File: config.mk
export PLATFORM = sky130hd
export DESIGN_NAME = lfo_ctrl_sequencer
export DESIGN_NICKNAME = d
export VERILOG_FILES = /design/src/rtl/lfo_pkg.sv /design/src/rtl/lfo_main_counter.sv /design/src/rtl/lfo_ctrl_sequencer.sv
export SDC_FILE = /design/constraint.sdc
export NUM_CORES = 1
export LEC_CHECK = 0
export BUFFER_PORTS_ARGS = -buffer_cell sky130_fd_sc_hd__buf_4
export CELL_PAD_IN_SITES_DETAIL_PLACEMENT = 2
export CELL_PAD_IN_SITES_GLOBAL_PLACEMENT = 2
export CORE_MARGIN = 4
export CORE_UTILIZATION = 25
export CTS_CLUSTER_DIAMETER = 80
export DETAILED_ROUTE_END_ITERATION = 6
export PLACE_DENSITY = 0.75
export SYNTH_ARGS = -nofsm -noshare
export SYNTH_HDL_FRONTEND = slang
export SYNTH_SLANG_ARGS = --single-unit
File: constraint.sdc
create_clock -name i_clock -period 2.1 [get_ports i_clock]
set_clock_uncertainty 0.1 [all_clocks]
set_input_delay 0.105 -clock i_clock [delete_from_list [all_inputs] [get_ports i_clock]]
set_output_delay 0.105 -clock i_clock [all_outputs]
set_load 0.01 [all_outputs]
File: src/rtl/lfo_pkg.sv
// Shared LFO definitions: wave encodings, write addresses, sequencer states.
// Latency: n/a (declarations only).
// Backpressure: n/a.
//
// Imported by the LFO control sequencer, its main counter and the LFO core.
package lfo_pkg;

  // Width of the free-running main counter; the LFO slices from bit 26 down.
  localparam int MAIN_COUNTER_WIDTH = 27;

  // Width of the post-strobe hold down-counter (HOLD_CYCLES up to 15).
  localparam int HOLD_CNT_WIDTH = 4;

  // Wave-type register encodings.
  typedef enum logic [1:0] {
    SQUARE           = 2'b00,
    TRIANGLE         = 2'b01,
    SAWTOOTH         = 2'b10,
    REVERSE_SAWTOOTH = 2'b11
  } lfo_wave_t;

  // Parameter-write target addresses.
  localparam logic [1:0] ADDR_FREQ = 2'd0;
  localparam logic [1:0] ADDR_AMP  = 2'd1;
  localparam logic [1:0] ADDR_WAVE = 2'd2;
  localparam logic [1:0] ADDR_RSVD = 2'd3;

  // Sequencer FSM states.
  typedef enum logic [1:0] {
    ST_IDLE   = 2'd0,
    ST_SETUP  = 2'd1,
    ST_STROBE = 2'd2,
    ST_HOLD   = 2'd3
  } seq_state_t;

  // True for addresses that go through the SETUP/STROBE/HOLD sequence.
  function automatic logic is_strobed_addr(input logic [1:0] addr);
    return (addr == ADDR_FREQ) || (addr == ADDR_AMP);
  endfunction

endpackage

File: src/rtl/lfo_main_counter.sv
// Free-running up-counter, wraps from all-ones to zero.
// Latency: count visible one cycle after each clock edge (registered output).
// Backpressure: none; counts every cycle.
//
// Ports:
//   i_clock  - clock
//   i_reset  - synchronous active-high reset, clears the count
//   o_count  - current count, WIDTH bits
module lfo_main_counter #(
  parameter int WIDTH = 27
) (
  input  logic             i_clock,
  input  logic             i_reset,
  output logic [WIDTH-1:0] o_count
);

  logic [WIDTH-1:0] count_q;
  logic [WIDTH-1:0] count_d;

  // Natural modulo-2^WIDTH overflow provides the wrap to zero.
  always_comb begin
    count_d = count_q + {{(WIDTH-1){1'b0}}, 1'b1};
  end

  always_ff @(posedge i_clock) begin
    if (i_reset) begin
      count_q <= '0;
    end else begin
      count_q <= count_d;
    end
  end

  assign o_count = count_q;

endmodule

File: src/rtl/lfo_ctrl_sequencer.sv
// LFO control sequencer: valid/ready parameter writes -> shared data bus + freq/amp strobes.
// Latency: freq/amp write accepted at edge N strobes during cycle N+2; wave writes apply at edge N.
// Backpressure: o_wr_ready low for 2+HOLD_CYCLES cycles after a freq/amp write; wave/rsvd never stall.
//
// Ports:
//   i_clock, i_reset        - clock, synchronous active-high reset
//   i_wr_valid/o_wr_ready   - write handshake; i_wr_addr (0 freq, 1 amp, 2 wave, 3 rsvd), i_wr_data
//   o_main_counter          - free-running COUNTER_WIDTH counter for the LFO compare logic
//   o_amplitude_freq_reg    - shared 8-bit data bus, stable from SETUP through HOLD
//   o_freq_en / o_amp_en    - one-cycle load strobes, never both high
//   o_wave_type_reg         - wave select register
//   o_params_loaded         - both freq and amp strobed since reset
//   o_err                   - sticky protocol error (wave data[7:2] nonzero, or reserved address)
//
// COUNTER_WIDTH must be at least 27 (the LFO slices bit 26 downward);
// HOLD_CYCLES must be in 1..15 to fit the 4-bit hold counter.
module lfo_ctrl_sequencer
  import lfo_pkg::*;
#(
  parameter int COUNTER_WIDTH = MAIN_COUNTER_WIDTH,
  parameter int HOLD_CYCLES   = 2
) (
  input  logic                     i_clock,
  input  logic                     i_reset,
  input  logic                     i_wr_valid,
  output logic                     o_wr_ready,
  input  logic [1:0]               i_wr_addr,
  input  logic [7:0]               i_wr_data,
  output logic [COUNTER_WIDTH-1:0] o_main_counter,
  output logic [7:0]               o_amplitude_freq_reg,
  output logic                     o_freq_en,
  output logic                     o_amp_en,
  output logic [1:0]               o_wave_type_reg,
  output logic                     o_params_loaded,
  output logic                     o_err
);

  // Loaded on entry to HOLD; HOLD exits when it reaches zero, giving
  // exactly HOLD_CYCLES cycles in HOLD.
  localparam logic [HOLD_CNT_WIDTH-1:0] HOLD_LOAD = HOLD_CNT_WIDTH'(HOLD_CYCLES - 1);

  seq_state_t                state_q,         state_d;
  logic                      is_amp_q,        is_amp_d;
  logic [7:0]                bus_q,           bus_d;
  logic                      freq_en_q,       freq_en_d;
  logic                      amp_en_q,        amp_en_d;
  lfo_wave_t                 wave_q,          wave_d;
  logic [HOLD_CNT_WIDTH-1:0] hold_cnt_q,      hold_cnt_d;
  logic                      freq_seen_q,     freq_seen_d;
  logic                      amp_seen_q,      amp_seen_d;
  logic                      params_loaded_q, params_loaded_d;
  logic                      err_q,           err_d;

  // ---------------------------------------------------------------------------
  // Main counter: independent of the write FSM.
  // ---------------------------------------------------------------------------
  lfo_main_counter #(
    .WIDTH (COUNTER_WIDTH)
  ) u_main_counter (
    .i_clock (i_clock),
    .i_reset (i_reset),
    .o_count (o_main_counter)
  );

  // ---------------------------------------------------------------------------
  // Next-state and registered-output logic.
  // ---------------------------------------------------------------------------
  always_comb begin
    state_d    = state_q;
    is_amp_d   = is_amp_q;
    bus_d      = bus_q;
    freq_en_d  = 1'b0;
    amp_en_d   = 1'b0;
    wave_d     = wave_q;
    hold_cnt_d = hold_cnt_q;
    err_d      = err_q;

    // Sticky bits follow the registered strobes, so the AND below lands in
    // the cycle right after the second strobe.
    freq_seen_d     = freq_seen_q | freq_en_q;
    amp_seen_d      = amp_seen_q  | amp_en_q;
    params_loaded_d = freq_seen_d & amp_seen_d;

    unique case (state_q)
      ST_IDLE: begin
        // Ready is high in IDLE, so a valid request is accepted this edge.
        if (i_wr_valid) begin
          if (is_strobed_addr(i_wr_addr)) begin
            state_d  = ST_SETUP;
            is_amp_d = (i_wr_addr == ADDR_AMP);
            bus_d    = i_wr_data;
          end else if (i_wr_addr == ADDR_WAVE) begin
            // Low bits always apply; stray high bits only flag the error.
            wave_d = lfo_wave_t'(i_wr_data[1:0]);
            if (i_wr_data[7:2] != 6'd0) begin
              err_d = 1'b1;
            end
          end else if (i_wr_addr == ADDR_RSVD) begin
            err_d = 1'b1;
          end
        end
      end

      ST_SETUP: begin
        // Strobe flops are loaded here so they are high during STROBE.
        state_d   = ST_STROBE;
        freq_en_d = ~is_amp_q;
        amp_en_d  = is_amp_q;
      end

      ST_STROBE: begin
        state_d    = ST_HOLD;
        hold_cnt_d = HOLD_LOAD;
      end

      ST_HOLD: begin
        if (hold_cnt_q == '0) begin
          state_d = ST_IDLE;
        end else begin
          hold_cnt_d = hold_cnt_q - {{(HOLD_CNT_WIDTH-1){1'b0}}, 1'b1};
        end
      end

      default: begin
        state_d = ST_IDLE;
      end
    endcase
  end

  always_ff @(posedge i_clock) begin
    if (i_reset) begin
      state_q         <= ST_IDLE;
      is_amp_q        <= 1'b0;
      bus_q           <= 8'h00;
      freq_en_q       <= 1'b0;
      amp_en_q        <= 1'b0;
      wave_q          <= SQUARE;
      hold_cnt_q      <= '0;
      freq_seen_q     <= 1'b0;
      amp_seen_q      <= 1'b0;
      params_loaded_q <= 1'b0;
      err_q           <= 1'b0;
    end else begin
      state_q         <= state_d;
      is_amp_q        <= is_amp_d;
      bus_q           <= bus_d;
      freq_en_q       <= freq_en_d;
      amp_en_q        <= amp_en_d;
      wave_q          <= wave_d;
      hold_cnt_q      <= hold_cnt_d;
      freq_seen_q     <= freq_seen_d;
      amp_seen_q      <= amp_seen_d;
      params_loaded_q <= params_loaded_d;
      err_q           <= err_d;
    end
  end

  // ---------------------------------------------------------------------------
  // Outputs: all straight from flops; ready decodes the state register only.
  // ---------------------------------------------------------------------------
  assign o_wr_ready           = (state_q == ST_IDLE);
  assign o_amplitude_freq_reg = bus_q;
  assign o_freq_en            = freq_en_q;
  assign o_amp_en             = amp_en_q;
  assign o_wave_type_reg      = wave_q;
  assign o_params_loaded      = params_loaded_q;
  assign o_err                = err_q;

endmodule

After elaboration in Yosys (flattened, before gate mapping)
Index checks and enable logic that the tools add are counted.
W data, S select, Z words.

storage, ports and cells
  bits in read-only memories = 0
  bits in writable memories = 0
  output and inout bits = 42
  bits of input ports = 13
  logic and storage cells = 53
  memories kept = 0
  register bits after elaboration = 50
  latch bits = 0

cells by class
  magnitude comparators = 0
  multiplexer cells = 9
  bitwise logic cells = 6
  reduce and logical (&&, ||, !) cells = 13
  add/subtract/negate cells = 2
  shift-type cells = 0
  equal/unequal tests = 11
  $mul = 0
  div/mod/pow operators = 0

operators by type and width
  kind                     number
  $add A27 B1 Y27 const B  1
  $eq A2 B2 Y1 const B     4
  $pmux W2 S4              1
  $pmux W4 S2              1
  $mux W2                  3
  $ne A2 B2 Y1 const B     3
  $reduce_and A3 Y1        2
  $reduce_bool A6 Y1       1
  $reduce_and A5 Y1        1
  $eq A2 B1 Y1 const B     2
  $logic_not A2 Y1         2
  $logic_not A4 Y1         1
  $mux W4                  1
  $ne A2 B1 Y1 const B     2
  $reduce_and A4 Y1        1
  $reduce_bool A2 Y1       2
  $sub A4 B1 Y4 const B    1
  $mux W1                  3
  $not A1 Y1               3
  $or A1 B1 Y1             2
  $reduce_and A2 Y1        1
  $reduce_or A2 Y1         1
  $and A1 B1 Y1            1
  $logic_or A1 B1 Y1       1

Longest topological paths before layout
  depth after elaboration = 5
  gate-level depth with buffers = 7
  mapped depth without buffers = 6

By module
Synthesis repeated with hierarchy kept, for this count alone.

unflattened totals
  cells, all modules = 236
  area total of the unflattened synthesis = 2219.6 µm²

by module, submodules not included
  module              times used  cells each  area each (µm²)
  lfo_main_counter    1           140         1229.9
  lfo_ctrl_sequencer  1           96          989.7

Least setup slack after synthesis
No wires, ideal clock.

  path kind = register to register
  start point = register u_main_counter.count_q[2], in the netlist u_main_counter.o_count[2]
  end point = register u_main_counter.count_q[25], in the netlist u_main_counter.o_count[25]
  library setup time = 0.121 ns
  clock period less this slack = 2.179 ns
  setup slack = -0.079 ns
  arrival time = 1.958 ns
  stages on the path, launching flop included = 6
  cell sequence = dfxtp_1 > nand4_1 > or4_4 > buf_6 > nor4_1 > mux2_2

on the way
  word-level cells in the longest chain between the ends = 1

ends and longest elaborated chain
  element                 RTL line                RTL
  from (decl)             lfo_main_counter.sv:17  logic [WIDTH-1:0] count_q;
  from (signal assigned)  lfo_main_counter.sv:29  count_q <= count_d;
  $add A27 B1 Y27         lfo_main_counter.sv:22  count_d = count_q + {{(WIDTH-1){1'b0}}, 1'b1};

No other way between the ends.
A chain may end at the register's enable or synchronous reset.

Worst setup path after layout
  start point = register u_main_counter.count_q[6], in the netlist u_main_counter.o_count[6]
  end point = register u_main_counter.count_q[25], in the netlist u_main_counter.o_count[25]

Same word-level chain as after synthesis.

==> results.txt <==
----------------------------------------------------
[Status]
  Result of the run ... finished clean

[Floorplanning]
  Top Ports ... 55
  Die Height ... 101.0 um
  Row cnt ... 33
  Starting density of the core ... 0.2607
  Placeable core region ... 8299 um^2
  Die footprint ... 10210 um^2
  Die Span X ... 101.0 um

[Place]
  Placed cell areas ... 2785 um^2
  Final weighted congestion in routability-driven placement ... 0.7679
  Buffers on Ports ... 54
  DPL Wire Length ... 4.863 mm

[Setup path]
  Max FO, Critical Path ... 11
  Worst-case reg-to-reg path depth ... 4
  Startpoint-to-endpoint class of the critical path ... reg2reg
  Worst setup SP type ... flop
  Signal arrival time at the worst endpoint ... 2.14 ns
  Crit-path cells ... nand4_4 -> or4_4 -> nor4_2 -> mux2_2
  Worst-case register-to-register setup slack ... 0.06 ns
  Critical register-to-register path endpoint ... u_main_counter.o_count[25]
  Crit path launch ... u_main_counter.o_count[6]
  Top Family by Delay on Critical Path ... simple AND/OR/NAND/NOR gates
  Endpoint required time on the critical path ... 2.20 ns
  Highest cell delay on the worst timing path ... 0.62 ns
  Worst setup EP type ... flop
  Critical register-to-register path startpoint ... u_main_counter.o_count[6]
  Bufs and invs on worst path ... 0
  Library cell contributing the largest single delay on the critical path ... sky130_fd_sc_hd__or4_4

[Layout]
  Count of antenna diodes in the layout ... 0
  Fin nets ... 334
  Commonest cells after routing, fill and taps aside ... sky130_fd_sc_hd__buf_4, sky130_fd_sc_hd__dfxtp_1, sky130_fd_sc_hd__nor2_1, sky130_fd_sc_hd__a21oi_1, sky130_fd_sc_hd__nand2_1
  Flip-flop count of the largest register, all copies and words added ... 27
  Share of final-layout standard cells stronger than drive strength 1 ... 0.3270
  Final standard cell area without fillers ... 2979 um^2
  Commonest non-fill, non-tap cell in the layout ... sky130_fd_sc_hd__buf_4
  Post-synthesis to final-layout area growth ... 37.71%
  Final core utilization ... 0.3590

[Routing]
  Number of DRC markers after the initial detailed-route iteration ... 19
  Final ANT Viol Nets ... 0
  Total routed wire length on the met1 layer ... 2.856 mm
  Remaining design rule violation count ... 0
  Pre-antenna DRT Iters ... 4
  WL met3 ... 251 um
  Total number of vias ... 2010
  Length of routed met2 wiring ... 3.427 mm
  Total length of routed wires ... 6.613 mm
  Highest metal layer with signal wires ... met4
  Wire length per cell ... 15.75 um
  Via-to-Cell Ratio ... 4.786

[Logic synthesis]
  Nets in the synthesized netlist ... 257
  Cell Area, Synth ... 2163 um^2
  Synthesized instance count ... 237
  Mean cell area of the mapped netlist ... 9.128 um^2
  Number of synthesized flops with an enable pin ... 0
  Ys flop type ... sky130_fd_sc_hd__dfxtp_1
  Count of synthesis-stage warnings from yosys ... 0
  Post-synthesis sequential element count ... 50
  Fraction of registers with async set or reset after synthesis ... 0
  Part of the Yosys area used for sequential elements ... 0.4627
  Count of different cell masters after synthesis ... 35

[Clocking]
  H-tree depth ... 2
  Clk sinks ... 50
  Postcts setup bufs ... 0
  CTS buffer count ... 5
  Source-to-sink clock delay at the later pin of the worst-skew pair ... 0.30 ns
  Clock tree from TritonCTS ... built
  Clock transition time at the flip-flop clock pins of the worst setup and hold paths ... 0.10 ns
  Clock root buffer master ... sky130_fd_sc_hd__clkbuf_8
  Max clock buf depth ... 2

[STA]
  Period utilisation layout ... 0.9725
  Final hold vios ... 0
  Number of max-slew violations in the final report ... 0
  Max transition margin ... 0.7180
  Peak Freq ... 489.6 MHz
  Shortest period the worst path allows ... 2.042 ns
  Final-layout setup total negative slack ... 0 ns
  Final number of setup-violating endpoints ... 0
  Setup repair after global routing missed its margin ... true
  Slew at the pin with the worst max-slew slack ... 0.4231 ns

[Global routing]
  Maximum number of pins on one net before global-route repair ... 40
  Tot GR Track Use ... 0.1320
  Total congestion overflow after global routing ... 0
  Number of global-route vias before repair ... 2181
  Initial antenna violation count ... 0
  Global-route wire length before repair ... 10.78 mm

[Hold path]
  Min-delay worst type ... in2reg
  Hold depth ... 3
  Terminating pin of the worst hold path ... is_amp_q
  Hold_sp ... i_wr_addr[0]

[Power and ir drop]
  Power density relative to cell area ... 702.0 nW/um^2
  Standby leakage power ... 1.228 nW
  Maximum ir drop on the vdd rail ... 0.2556 mV
  Total power after layout ... 2.091 mW

[Flow run]
  Reported max-cap violation count ... 0

----------------------------------------------------
routing by layer:
metal | vias to the layer above | GRT usage
li1 | 987 | -
met5 | - | 0
met3 | 6 | 0.02976
met4 | 0 | 0.03681
met2 | 31 | 0.2339
met1 | 986 | 0.1593
worst max path at each step:
stage / endpoint / cells past startpoint
floorplan: u_main_counter.o_count[25] / 5
global placement: u_main_counter.o_count[26] / 4
detailed placement: u_main_counter.o_count[26] / 4
CTS: u_main_counter.o_count[25] / 4
global route: u_main_counter.o_count[25] / 4
finish: u_main_counter.o_count[25] / 4
final cells by class:
| cell class | instances | area [um^2] |
|---|---|---|
| Inverter | 7 | 26.28 |
| Tap cell | 105 | 131.4 |
| Timing Repair Buffer | 80 | 620.6 |
| Clock buffer | 7 | 86.33 |
| Clock inverter | 1 | 5.005 |
| Sequential cell | 50 | 1012 |
| Multi-Input combinational cell | 170 | 1097 |
| Fill cell | 927 | 5320 |
cells in the mapped netlist (8+ instances only):
cell type | number | area [um^2]
sky130_fd_sc_hd__a21oi_1 | 15 | 75.07
sky130_fd_sc_hd__o21ai_0 | 10 | 50.05
sky130_fd_sc_hd__mux2i_1 | 10 | 100.1
sky130_fd_sc_hd__dfxtp_1 | 50 | 1001
sky130_fd_sc_hd__nor3_1 | 8 | 40.04
sky130_fd_sc_hd__nor2_1 | 35 | 131.4
sky130_fd_sc_hd__nand2_1 | 12 | 45.04
sky130_fd_sc_hd__nand3_1 | 10 | 50.05
tightest hold or removal path: cells and delay by family:
| kind | cells | cell delay (ns) |
|---|---|---|
| buf+inv | 1 | 0.12 |
| simple gates | 1 | 0.08 |
| mux | 1 | 0.07 |
metrics by stage:
step | setup slack [ns] | hold slack [ns] | std cells
after floorplan | 0.02180 | 0.1384 | 237
after global placement | 0.1193 | 0.2472 | 404
after detailed placement | -0.01108 | 0.2578 | 404
after CTS | 0.01026 | 0.005949 | 420
after global routing | -0.03278 | 0.03250 | 420
final | 0.05765 | 0.01542 | 420
what timing repair did:
action                                 4_1_cts  5_1_grt
gates cloned                                 0        0
endpoints found under the hold margin       10        0
hold buffers                                 8        0
resized for setup                            1        5
setup endpoints to repair                    1        4
pin swaps                                    0        0
where the power goes:
part / total, mW / switching, mW / internal, mW
sequential: 1.06 / 0.0484 / 1.01
clock: 0.591 / 0.324 / 0.267
combinational: 0.438 / 0.228 / 0.210
cell families after synthesis:
family	share of synthesized area
DFF	0.4627
buffers and inverters	0.03991
AOI/OAI and AO/OA	0.08271
adders and majority gates	0.04048
muxes	0.05668
and+or+nand+nor	0.2609
xor gates and xnor gates	0.05668
Power figures use the tool's default switching activity.
